$ cat src/rtl/gpu_scanout_pkg.sv
// ============================================================================
// gpu_scanout_pkg : shared types and helpers for the VGA scanout engine
// Rev 1.0
// ============================================================================
`default_nettype none

package gpu_scanout_pkg;

  localparam int unsigned WORD_BITS = 32;

  // One pixel's worth of pipeline side-band carried alongside the BRAM read
  typedef struct packed {
    logic       vis;
    logic       hs;
    logic       vs;
    logic [1:0] lane;
  } pipe_t;

  function automatic int unsigned bytes_shift(input int unsigned pixel_bits);
    if (pixel_bits == 32) return 2;
    if (pixel_bits == 16) return 1;
    return 0;
  endfunction

  // Widen a CB-bit channel (right-aligned in c) to 4 bits by repeating its MSBs
  function automatic logic [3:0] expand_chan(input logic [3:0] c, input int unsigned cb);
    logic [3:0] r;
    r = c;
    case (cb)
      1:       r = {4{c[0]}};
      2:       r = {c[1:0], c[1:0]};
      3:       r = {c[2:0], c[2]};
      default: r = c;
    endcase
    return r;
  endfunction

endpackage

`default_nettype wire

$ cat src/rtl/gpu_scanout_timing.sv
// ============================================================================
// gpu_scanout_timing : VGA h/v counters with visible/sync/vblank/frame decode
// Rev 1.0
// ============================================================================
`default_nettype none

module gpu_scanout_timing #(
  parameter int unsigned H_VIS_AREA_PXL    = 800,
  parameter int unsigned H_FRONT_PORCH_PXL = 40,
  parameter int unsigned H_SYNC_PULSE_PXL  = 128,
  parameter int unsigned H_BACK_PORCH_PXL  = 88,
  parameter int unsigned V_VIS_AREA_PXL    = 600,
  parameter int unsigned V_FRONT_PORCH_PXL = 1,
  parameter int unsigned V_SYNC_PULSE_PXL  = 4,
  parameter int unsigned V_BACK_PORCH_PXL  = 23,
  parameter int unsigned H_NUM_BITS        = 11,
  parameter int unsigned V_NUM_BITS        = 10
) (
  input  logic                  clk_i,
  input  logic                  rst_i,
  output logic [H_NUM_BITS-1:0] h_o,
  output logic [V_NUM_BITS-1:0] v_o,
  output logic                  visible_o,
  output logic                  hsync_o,
  output logic                  vsync_o,
  output logic                  vblank_o,
  output logic                  frame_o
);

  localparam int unsigned H_TOTAL = H_VIS_AREA_PXL + H_FRONT_PORCH_PXL + H_SYNC_PULSE_PXL + H_BACK_PORCH_PXL;
  localparam int unsigned V_TOTAL = V_VIS_AREA_PXL + V_FRONT_PORCH_PXL + V_SYNC_PULSE_PXL + V_BACK_PORCH_PXL;
  localparam int unsigned H_SYNC_START = H_VIS_AREA_PXL + H_FRONT_PORCH_PXL;
  localparam int unsigned V_SYNC_START = V_VIS_AREA_PXL + V_FRONT_PORCH_PXL;

  logic [H_NUM_BITS-1:0] h_q, h_d;
  logic [V_NUM_BITS-1:0] v_q, v_d;

  always_comb begin
    h_d = h_q + 1'b1;
    v_d = v_q;
    if (h_q == H_NUM_BITS'(H_TOTAL - 1)) begin
      h_d = '0;
      v_d = (v_q == V_NUM_BITS'(V_TOTAL - 1)) ? '0 : v_q + 1'b1;
    end
  end

  always_ff @(posedge clk_i or posedge rst_i) begin
    if (rst_i) begin
      h_q <= '0;
      v_q <= '0;
    end else begin
      h_q <= h_d;
      v_q <= v_d;
    end
  end

  assign h_o       = h_q;
  assign v_o       = v_q;
  assign visible_o = (h_q < H_NUM_BITS'(H_VIS_AREA_PXL)) && (v_q < V_NUM_BITS'(V_VIS_AREA_PXL));
  assign hsync_o   = (h_q >= H_NUM_BITS'(H_SYNC_START)) &&
                     (h_q <  H_NUM_BITS'(H_SYNC_START + H_SYNC_PULSE_PXL));
  assign vsync_o   = (v_q >= V_NUM_BITS'(V_SYNC_START)) &&
                     (v_q <  V_NUM_BITS'(V_SYNC_START + V_SYNC_PULSE_PXL));
  assign vblank_o  = (v_q >= V_NUM_BITS'(V_VIS_AREA_PXL));
  assign frame_o   = (h_q == '0) && (v_q == '0);

endmodule

`default_nettype wire

$ cat src/rtl/gpu_scanout.sv
// ============================================================================
// gpu_scanout : VGA scanout engine - timing, frame-buffer fetch, page flip
// Rev 1.0
// ============================================================================
`default_nettype none

module gpu_scanout
  import gpu_scanout_pkg::*;
#(
  parameter int unsigned H_VIS_AREA_PXL    = 800,
  parameter int unsigned H_FRONT_PORCH_PXL = 40,
  parameter int unsigned H_SYNC_PULSE_PXL  = 128,
  parameter int unsigned H_BACK_PORCH_PXL  = 88,
  parameter int unsigned V_VIS_AREA_PXL    = 600,
  parameter int unsigned V_FRONT_PORCH_PXL = 1,
  parameter int unsigned V_SYNC_PULSE_PXL  = 4,
  parameter int unsigned V_BACK_PORCH_PXL  = 23,
  parameter int unsigned H_NUM_BITS        = 11,
  parameter int unsigned V_NUM_BITS        = 10,
  parameter int unsigned SCALE_SHIFT       = 1,
  parameter int unsigned PIXEL_BITS        = 8,
  parameter int unsigned CHANNEL_BITS      = 2,
  parameter int unsigned READ_LATENCY      = 1,
  parameter bit          HS_POL            = 1'b1,
  parameter bit          VS_POL            = 1'b1,
  parameter logic [31:0] FB_BASE_RESET     = 32'h0
) (
  input  logic        vga_clk,
  input  logic        reset,
  input  logic [31:0] fb_base_next,
  input  logic        flip_req,
  output logic        flip_ack,
  output logic        frame_start,
  output logic        vblank,
  output logic [31:0] buffer_addr,
  output logic        buffer_en,
  input  logic [31:0] buffer_dout,
  output logic [3:0]  VGA_R,
  output logic [3:0]  VGA_G,
  output logic [3:0]  VGA_B,
  output logic        VGA_HS,
  output logic        VGA_VS
);

  localparam int unsigned BPP_SHIFT = bytes_shift(PIXEL_BITS);
  localparam int unsigned ROW_PIX   = H_VIS_AREA_PXL >> SCALE_SHIFT;
  localparam int unsigned C         = CHANNEL_BITS;

  logic [H_NUM_BITS-1:0] w_h;
  logic [V_NUM_BITS-1:0] w_v;
  logic w_vis, w_hs, w_vs, w_vblank, w_frame;

  gpu_scanout_timing #(
    .H_VIS_AREA_PXL   (H_VIS_AREA_PXL),
    .H_FRONT_PORCH_PXL(H_FRONT_PORCH_PXL),
    .H_SYNC_PULSE_PXL (H_SYNC_PULSE_PXL),
    .H_BACK_PORCH_PXL (H_BACK_PORCH_PXL),
    .V_VIS_AREA_PXL   (V_VIS_AREA_PXL),
    .V_FRONT_PORCH_PXL(V_FRONT_PORCH_PXL),
    .V_SYNC_PULSE_PXL (V_SYNC_PULSE_PXL),
    .V_BACK_PORCH_PXL (V_BACK_PORCH_PXL),
    .H_NUM_BITS       (H_NUM_BITS),
    .V_NUM_BITS       (V_NUM_BITS)
  ) u_timing (
    .clk_i    (vga_clk),
    .rst_i    (reset),
    .h_o      (w_h),
    .v_o      (w_v),
    .visible_o(w_vis),
    .hsync_o  (w_hs),
    .vsync_o  (w_vs),
    .vblank_o (w_vblank),
    .frame_o  (w_frame)
  );

  logic [31:0] fb_base_q;
  logic [31:0] w_pix_idx, w_byte;
  logic        w_flip;
  pipe_t       w_stage_a;

  always_comb begin
    w_pix_idx = (32'(w_v) >> SCALE_SHIFT) * 32'(ROW_PIX) + (32'(w_h) >> SCALE_SHIFT);
    w_byte    = fb_base_q + (w_pix_idx << BPP_SHIFT);
    w_stage_a.vis  = w_vis;
    w_stage_a.hs   = w_hs;
    w_stage_a.vs   = w_vs;
    w_stage_a.lane = w_byte[1:0] >> BPP_SHIFT;
  end

  // Base only moves on the first vblank line so a frame never mixes pages
  assign w_flip = flip_req && (w_h == '0) && (w_v == V_NUM_BITS'(V_VIS_AREA_PXL));

  logic [31:0] addr_q;
  logic        en_q, ack_q, frame_q, vblank_q;
  pipe_t       stage_a_q;

  always_ff @(posedge vga_clk or posedge reset) begin
    if (reset) begin
      fb_base_q <= FB_BASE_RESET;
      addr_q    <= '0;
      en_q      <= 1'b0;
      ack_q     <= 1'b0;
      frame_q   <= 1'b0;
      vblank_q  <= 1'b0;
      stage_a_q <= '0;
    end else begin
      if (w_flip) fb_base_q <= fb_base_next & 32'hFFFF_FFFC;
      addr_q    <= w_byte & 32'hFFFF_FFFC;
      en_q      <= w_vis;
      ack_q     <= w_flip;
      frame_q   <= w_frame;
      vblank_q  <= w_vblank;
      stage_a_q <= w_stage_a;
    end
  end

  pipe_t w_late;

  generate
    if (READ_LATENCY == 0) begin : g_no_delay
      assign w_late = stage_a_q;
    end else begin : g_delay
      pipe_t dl_q [READ_LATENCY];
      always_ff @(posedge vga_clk or posedge reset) begin
        if (reset) begin
          for (int i = 0; i < READ_LATENCY; i++) dl_q[i] <= '0;
        end else begin
          dl_q[0] <= stage_a_q;
          for (int i = 1; i < READ_LATENCY; i++) dl_q[i] <= dl_q[i-1];
        end
      end
      assign w_late = dl_q[READ_LATENCY-1];
    end
  endgenerate

  logic [4:0]       w_shamt;
  logic [3*C-1:0]   w_rgb;
  logic [3:0]       r_q, g_q, b_q;
  logic             hs_q, vs_q;

  always_comb begin
    w_shamt = 5'(w_late.lane) * 5'(PIXEL_BITS);
    w_rgb   = (3*C)'(buffer_dout >> w_shamt);
  end

  always_ff @(posedge vga_clk or posedge reset) begin
    if (reset) begin
      r_q  <= '0;
      g_q  <= '0;
      b_q  <= '0;
      hs_q <= ~HS_POL;
      vs_q <= ~VS_POL;
    end else begin
      r_q  <= w_late.vis ? expand_chan(4'(w_rgb[3*C-1 -: C]), C) : 4'h0;
      g_q  <= w_late.vis ? expand_chan(4'(w_rgb[2*C-1 -: C]), C) : 4'h0;
      b_q  <= w_late.vis ? expand_chan(4'(w_rgb[C-1 -: C]), C)   : 4'h0;
      hs_q <= w_late.hs ? HS_POL : ~HS_POL;
      vs_q <= w_late.vs ? VS_POL : ~VS_POL;
    end
  end

  assign buffer_addr = addr_q;
  assign buffer_en   = en_q;
  assign flip_ack    = ack_q;
  assign frame_start = frame_q;
  assign vblank      = vblank_q;
  assign VGA_R       = r_q;
  assign VGA_G       = g_q;
  assign VGA_B       = b_q;
  assign VGA_HS      = hs_q;
  assign VGA_VS      = vs_q;

endmodule

`default_nettype wire

$ cat config.mk
export PLATFORM = sky130hd
export DESIGN_NAME = gpu_scanout
export DESIGN_NICKNAME = d
export VERILOG_FILES = /design/src/rtl/gpu_scanout_pkg.sv /design/src/rtl/gpu_scanout_timing.sv /design/src/rtl/gpu_scanout.sv
export SDC_FILE = /design/constraint.sdc
export NUM_CORES = 1
export LEC_CHECK = 0
export ABC_AREA = 0
export CAP_MARGIN = 10
export CORE_MARGIN = 2
export CORE_UTILIZATION = 50
export CTS_CLUSTER_DIAMETER = 60
export DETAILED_ROUTE_END_ITERATION = 16
export HOLD_SLACK_MARGIN = 0.05
export PLACE_DENSITY_LB_ADDON = 0.08
export SLEW_MARGIN = 20
export SYNTH_ARGS = -nofsm -noshare
export SYNTH_HDL_FRONTEND = slang
export SYNTH_SLANG_ARGS = --single-unit
$ cat constraint.sdc
create_clock -name vga_clk -period 5.4 [get_ports vga_clk]
set_clock_uncertainty 0.15 [all_clocks]
set_input_delay 1.08 -clock vga_clk [delete_from_list [all_inputs] [get_ports vga_clk]]
set_output_delay 1.08 -clock vga_clk [all_outputs]
set_load 0.1 [all_outputs]
==> summary.txt, run 1 <==
Placed design
  • IO Port Bufs: 104
  • Placer's final routability congestion estimate: 0.817
  • Placed wire-length estimate: 9590 um
  • Placed cell area: 0.00730 sq mm

Die
  • Num rows: 40
  • Initial Util: 51.1%
  • Core area: 0.0120 sq mm
  • IO Pins: 117
  • Overall die area: 0.0132 sq mm
  • Die width: 115 um
  • Die extent in y: 115 um

Worst setup path
  • Crit end category: flop
  • Critical path required time: 5490 ps
  • CP Data Arrival Time: 5290 ps
  • Max FO, Critical Path: 5
  • Setup slack, reg-to-reg: 200 ps
  • Kind of critical path: reg -> reg
  • Critical path startpoint category: flop

Final layout
  • FILL cells: 1012
  • Nets: 799
  • Antenna diode count: 0
  • Share of cells above drive strength 1: 11.3%
  • Post-layout utilization of the core: 63.3%
  • Area growth from synthesis to layout: 23.8%
  • Post-route cell area: 0.00760 sq mm

Global route
  • Gr ovfl total: 0
  • Number of global-route vias before repair: 4278
  • Largest net degree at the start of global routing: 74
  • Antenna violations before repair: 0
  • GR Util All Layers: 20.1%
  • First-pass GRT wire length: 20700 um

STA
  • RSZ-0062 raised after global routing: no
  • Max Clk Rate: 192 MHz
  • Actual slew at the worst max-slew pin: 1100 ps
  • Tmin final: 5200 ps
  • Period Utilization, post-route: 96.2%
  • Setup TNS: 0 ps
  • Setup violators final: 0
  • Hold Violations, Final: 0
  • Relative slew slack: 27.0%
  • Slew Viols, Final: 0

Synth
  • Mapped cell area: 0.00614 sq mm
  • Synth Area in Adders: 17.9%
  • Area share of the largest cell type after synthesis: 41.6%
  • Yosys top cell by area: dfrtp_1
  • Largest family of logic cells by synthesized area: adder cells
  • Yosys cell types: 51
  • Post-Synthesis Cells: 541
  • Top cells by area, synth: dfrtp_1, ha_1, mux2_4, xnor2_1, fa_1
  • Simple-Gate Fraction of Synth Area: 9.80%
  • Number of synthesized flops with an enable pin: 0
  • FFs w/ async S/R, synth: 100%
  • Area fraction in compound gates after synthesis: 9.97%
  • #FFs+latches synth: 102
  • Post-synth top cells: dfrtp_1, ha_1, inv_1
  • Most common cell in the netlist: dfrtp_1
  • Syn_area_per_cell: 11.3 sq um
  • Sequential share of the synthesized area: 41.6%
  • Top FF cell, synth: dfrtp_1
  • Synth warn: 0
  • XOR/XNOR Fraction of Synth Area: 6.13%
  • Post-synthesis mux area share: 9.48%

CTS
  • H-tree levels: 3
  • CTS Root Cell: clkbuf_16
  • CTS Buffer Depth: 2
  • Clock Sinks: 102
  • CTS tree: built
  • Post-CTS Setup Bufs: 0
  • Reg clk slew, reported paths: 70 ps
  • Cts bufs inserted: 9
  • Skew-Pair Late Insertion Delay: 350 ps

Route
  • Vias: 4321
  • Detailed Routing Iterations Pass 1: 4
  • First DRT Iteration DRCs: 233
  • Vias/cell: 5.39
  • Total Wirelength: 12700 um
  • Routed Antenna Nets: 0
  • WL per Instance: 15.8 um
  • DRC viols: 0

Run
  • MaxCap Viol Count: 0

Power and ir drop
  • Power per cell area: 194 mW/mm^2
  • Pleak: 3.80 nW
  • Peak supply drop: 0.116 mV
  • Overall power: 1.47 mW

Worst hold path
  • Hold Crit Class: reg -> reg

Outcome
  • Outcome: completed
where the power goes:
group          switching [mW]  internal, mW  leakage, nW
Clock                   0.283         0.312        0.127
Sequential            0.00115         0.766         1.36
Combinational          0.0646        0.0483         2.31
Total                   0.349          1.13         3.80
registers in the layout, summed over array words and instances (netlist names), 2 cells and up:
signal        flops
VGA_B             2
stage_a_q         5
VGA_R             2
fb_base_q        30
g_delay.dl_q      5
VGA_G             2
u_timing.v_o     10
u_timing.h_o     11
buffer_addr      30
what timing repair did:
action	4_1_cts	5_1_grt
resized for setup	0	11
hold buffers	0	0
setup endpoints to repair	0	13
placed cells by master, fill, tap and decap left out, drive strengths merged, types with 6 or more instances in the layout:
master and count:
nor3 8, nand4 7, and2 11, mux4 6, buf 11, a21oi 25
dfrtp 102, nand3 16, xnor2 31, ha 70, a21o 7, mux2 30
nor2 29, and3 10, nand2 26, inv 44, fa 11, clkbuf 12
xor2 12, clkdlybuf4s50 104, o21ai 31
layer usage:
metal | routed length (um) | part of all wire, % | vias up | track usage [%]
li1 | - | - | 2106 | -
met1 | 5860 | 46 | 2091 | 27.3
met2 | 5920 | 47 | 112 | 32.3
met3 | 734 | 5.8 | 12 | 4.11
met4 | 176 | 1.4 | 0 | 7.23
met5 | 0 | 0 | - | 0
worst paths after layout:
kind | from | end | cells after the start
worst max-delay path | u_timing.v_o[5] | buffer_addr[28] | 21
worst min-delay path | stage_a_q[3] | g_delay.dl_q[3] | 0
worst max register to register | u_timing.v_o[5] | buffer_addr[28] | 21
worst min register to register | stage_a_q[3] | g_delay.dl_q[3] | 0
max in group asynchronous | reset | u_timing.v_o[4] | 3
min in group asynchronous | reset | fb_base_q[6] | 2
stage by stage:
| step | worst slack, ps | std cells | hold slack, ps |
|---|---|---|---|
| final | 204 | 802 | 199 |
| after global routing | 2.54 | 802 | 208 |
| after CTS | 19.7 | 802 | 202 |
| after detailed placement | 64.2 | 787 | 187 |
| after global placement | 86.8 | 787 | 182 |
| after floorplan | 491 | 542 | 181 |
cell type report:
| type | instances | area, sq um | area share (%) |
|---|---|---|---|
| Clock buffer | 12 | 236 | 3.11 |
| Clock inverter | 3 | 22.5 | 0.296 |
| Inverter | 44 | 168 | 2.21 |
| Multi-Input combinational cell | 379 | 3310 | 43.6 |
| Sequential cell | 102 | 2550 | 33.6 |
| Tap cell | 147 | 184 | 2.42 |
| Timing Repair Buffer | 115 | 1120 | 14.8 |
logic make-up (layout without fill, tap and decap cells):
group | after synthesis | count (layout)
DFF | 102 | 102
other | 1 | 2
AOI/OAI and AO/OA | 98 | 98
muxes | 36 | 36
adders and majority gates | 81 | 81
buffers and inverters | 61 | 174
and+or+nand+nor | 119 | 119
xor gates and xnor gates | 43 | 43
worst max-delay path: stages, from the launching register on:
cell	delay [ps]
dfrtp_1	430
inv_1	100
ha_1	280
ha_1	270
inv_1	50
fa_1	490
inv_1	40
ha_1	300
o21a_1	170
o31a_1	110
or4_1	440
a2111o_1	390
o311ai_1	150
ha_1	350
ha_4	310
a21oi_2	70
a2bb2oi_1	170
and3_1	190
a21oi_1	200
buf_4	170
nand4_1	110
xnor2_1	140
(Power assumes the default switching activity.)
==> inputs of run 2 (changes only) <==
GPL_ROUTABILITY_DRIVEN = 1   (was default)
==> results of run 2 <==
Same layout as run 1: the final DEF is identical, and so are final timing and power.
==> inputs of run 3 (changes only) <==
CORE_MARGIN = 5   (was 2)
GPL_TIMING_DRIVEN = 0   (was default)
==> summary.txt, run 3 (synthesis results as in run 1) <==
Outcome
  • Outcome: completed

Global route
  • Gr ovfl total: 0 (unchanged)
  • First-pass GRT wire length: 21900 um (+6.1%)
  • Antenna violations before repair: 0 (unchanged)
  • GR Util All Layers: 18.9% (-1.2 points)
  • Largest net degree at the start of global routing: 54 (-27%)
  • Number of global-route vias before repair: 4515 (+5.5%)

CTS
  • CTS Buffer Depth: 2 (unchanged)
  • Reg clk slew, reported paths: 70 ps (about the same)
  • H-tree levels: 3 (unchanged)
  • CTS tree: built
  • Cts bufs inserted: 9 (unchanged)
  • Skew-Pair Late Insertion Delay: 350 ps (about the same)
  • Hold_buf cts: 0 (unchanged)
  • Clock Sinks: 102 (unchanged)
  • CTS Root Cell: clkbuf_16

STA
  • Hold_ws: 201 ps (+1.96 ps)
  • Tmin final: 5140 ps (-57.7 ps)
  • Hold Violations, Final: 0 (unchanged)
  • Slew Viols, Final: 0 (unchanged)
  • Max Clk Rate: 195 MHz (+1.1%)
  • Relative slew slack: 32.6% (+5.6 points)
  • Actual slew at the worst max-slew pin: 1010 ps (-86.9 ps)
  • Setup violators final: 0 (unchanged)
  • Final worst setup slack: 261 ps (+57.7 ps)
  • Period Utilization, post-route: 95.2% (-1.1 points)

Power and ir drop
  • Comb power frac: 7.6% (about the same)
  • Pleak: 3.87 nW (+1.9%)
  • Overall power: 1.57 mW (+6.3%)
  • Psw: 0.368 mW (+5.4%)
  • Peak supply drop: 0.152 mV (+31%)
  • Clock group share of total power: 43.4% (+3.1 points)
  • P_int: 1.20 mW (+6.5%)
  • Power per cell area: 201 mW/mm^2 (+3.6%)
  • Switch share: 23.5% (-0.19 points)
  • Reg power frac: 48.9% (-3.1 points)

Final layout
  • Area growth from synthesis to layout: 27.0%
  • Nets: 809 (+1.3%)
  • Commonest non-fill, non-tap cell in the layout: clkdlybuf4s50_1
  • Share of cells above drive strength 1: 13.1% (+1.8 points)
  • FILL cells: 971 (-4.1%)
  • Final Non-Filler Cells: 813 (+1.4%)
  • Antenna diode count: 0 (unchanged)
  • Commonest cells after routing, fill and taps aside: clkdlybuf4s50_1, dfrtp_1, ha_1, inv_1, xnor2_1

Die
  • Core area: 0.0120 sq mm (unchanged)
  • Die extent in y: 121 um (+5.2%)
  • IO Pins: 117 (unchanged)
  • Overall die area: 0.0146 sq mm (+11%)
  • Initial Util: 51.1% (unchanged)
  • Die width: 121 um (+5.2%)
  • Num rows: 40 (unchanged)

Worst setup path
  • Most frequent CP cell: ha_1
  • Critical path buffers and inverters: 0 (-4)
  • CP max-delay cell: fa_1
  • Kind of critical path: reg -> reg
  • Crit end category: flop
  • Largest delay share family, worst path: adder cells
  • Reg2Reg Launch Point: u_timing.v_o[3]
  • Cell Chain, Critical Path: ha_1 -> ha_1 -> fa_1 -> ha_1 -> nor2b_1 -> o31a_1 -> or4_1 -> a2111o_1 -> o311ai_1 -> ha_1 -> ha_4 -> nand2_1 -> nor2_2 -> nand2_1 -> o221ai_2 -> o2111ai_1 -> xnor2_1
  • Critical path startpoint category: flop
  • Max FO, Critical Path: 7 (+2)
  • CP Data Arrival Time: 5220 ps (-70 ps)
  • R2r worst-path depth: 17 (-19%)
  • Setup slack, reg-to-reg: 260 ps (+60 ps)
  • Instance count on the critical path: 17 (-19%)
  • Crit path largest cell delay: 460 ps (-30 ps)
  • RR Endpoint: buffer_addr[30]
  • CP Launch Point: u_timing.v_o[3]
  • Critical path required time: 5490 ps (about the same)

Worst hold path
  • Hold wc startpoint: g_delay.dl_q[2]
  • Hold Path End: VGA_VS
  • Hold Crit Class: reg -> reg
  • Worst hold path cell count: 0 (unchanged)

Route
  • Detailed Routing Iterations Pass 1: 4 (unchanged)
  • First DRT Iteration DRCs: 195 (-16%)
  • WL per Instance: 15.9 um (+0.65%)
  • Vias: 4352 (+0.72%)
  • Vias/cell: 5.35 (-0.65%)
  • Routed Antenna Nets: 0 (unchanged)
  • Total Wirelength: 13000 um (+2.0%)
  • DRC viols: 0 (unchanged)

Placed design
  • Placer's final routability congestion estimate: 0.867 (+6.2%)
  • IO Port Bufs: 104 (unchanged)
  • Placed wire-length estimate: 9880 um (+3.0%)
  • Cells after DPL: 794 (+0.89%)
  • Worst slack, placed: -170 ps (-234 ps)

Run
  • MaxCap Viol Count: 0 (unchanged)
[run 3: cell count changes in the layout (fill, tap and decap cells not counted), moves of 2 or more]
cell,delta
buf_12,+3
clkbuf_1,+2
dfrtp_1,-2
dfrtp_2,+2
inv_8,+2
[run 3: power by group through the flow]
stage               clock network [mW]  registers [mW]  logic (mW)
floorplan                            0           0.799      0.0450
global placement                     0           0.782       0.116
detailed placement                   0           0.782       0.121
CTS                              0.704           0.767       0.122
global route                     0.733           0.767       0.127
finish                           0.681           0.767       0.120
[run 3: worst max path at each step]
stage / slack [ps] / end
after floorplan: 490 / buffer_addr[28]
after global placement: -150 / buffer_addr[28]
after detailed placement: -170 / buffer_addr[28]
after CTS: 10 / buffer_addr[30]
after global routing: -20 / buffer_addr[30]
final: 260 / buffer_addr[30]
[run 3: worst register-to-register path: cells and delay by family, from the launching register on]
| kind | cells | cell delay (ps) |
|---|---|---|
| adder cells (fa/ha/maj) | 6 | 2120 |
| AO/OA/AOI/OAI | 5 | 1210 |
| AND/OR/NAND/NOR | 5 | 960 |
| flip-flops | 1 | 450 |
| XOR/XNOR | 1 | 160 |
[run 3: final cells by class]
cell class / count / area [sq um] / area share [%]
buffer: 17 / 150 / 1.93
tap: 147 / 184 / 2.36
sequential: 102 / 2560 / 32.8
multi-input combinational: 379 / 3330 / 42.7
timing repair buffer: 108 / 1090 / 14.0
clock buffer: 10 / 239 / 3.06
inverter: 44 / 170 / 2.18
clock inverter: 6 / 77.6 / 0.995
[run 3: what timing repair did]
action                     CTS  global route
buffers inserted             0             3
pin swaps                    1             4
resized for setup            6            11
setup endpoints to repair    7            13
[run 3: metal layers]
| metal | share of wire (%) | track usage (%) |
|---|---|---|
| met1 | 47 | 25.8 |
| met2 | 46 | 29.6 |
| met3 | 6.5 | 5.61 |
| met4 | 0.54 | 4.60 |
| met5 | 0 | 0 |
[run 3: stage by stage]
stage / setup TNS [ps] / cell area, sq um / utilization (%)
after global placement: -395 / 7370 / 61.3
after detailed placement: -446 / 7400 / 61.6
after global routing: -24.8 / 7800 / 64.9
final: 0 / 7800 / 64.9
after CTS: 0 / 7740 / 64.4
after floorplan: 0 / 6140 / -
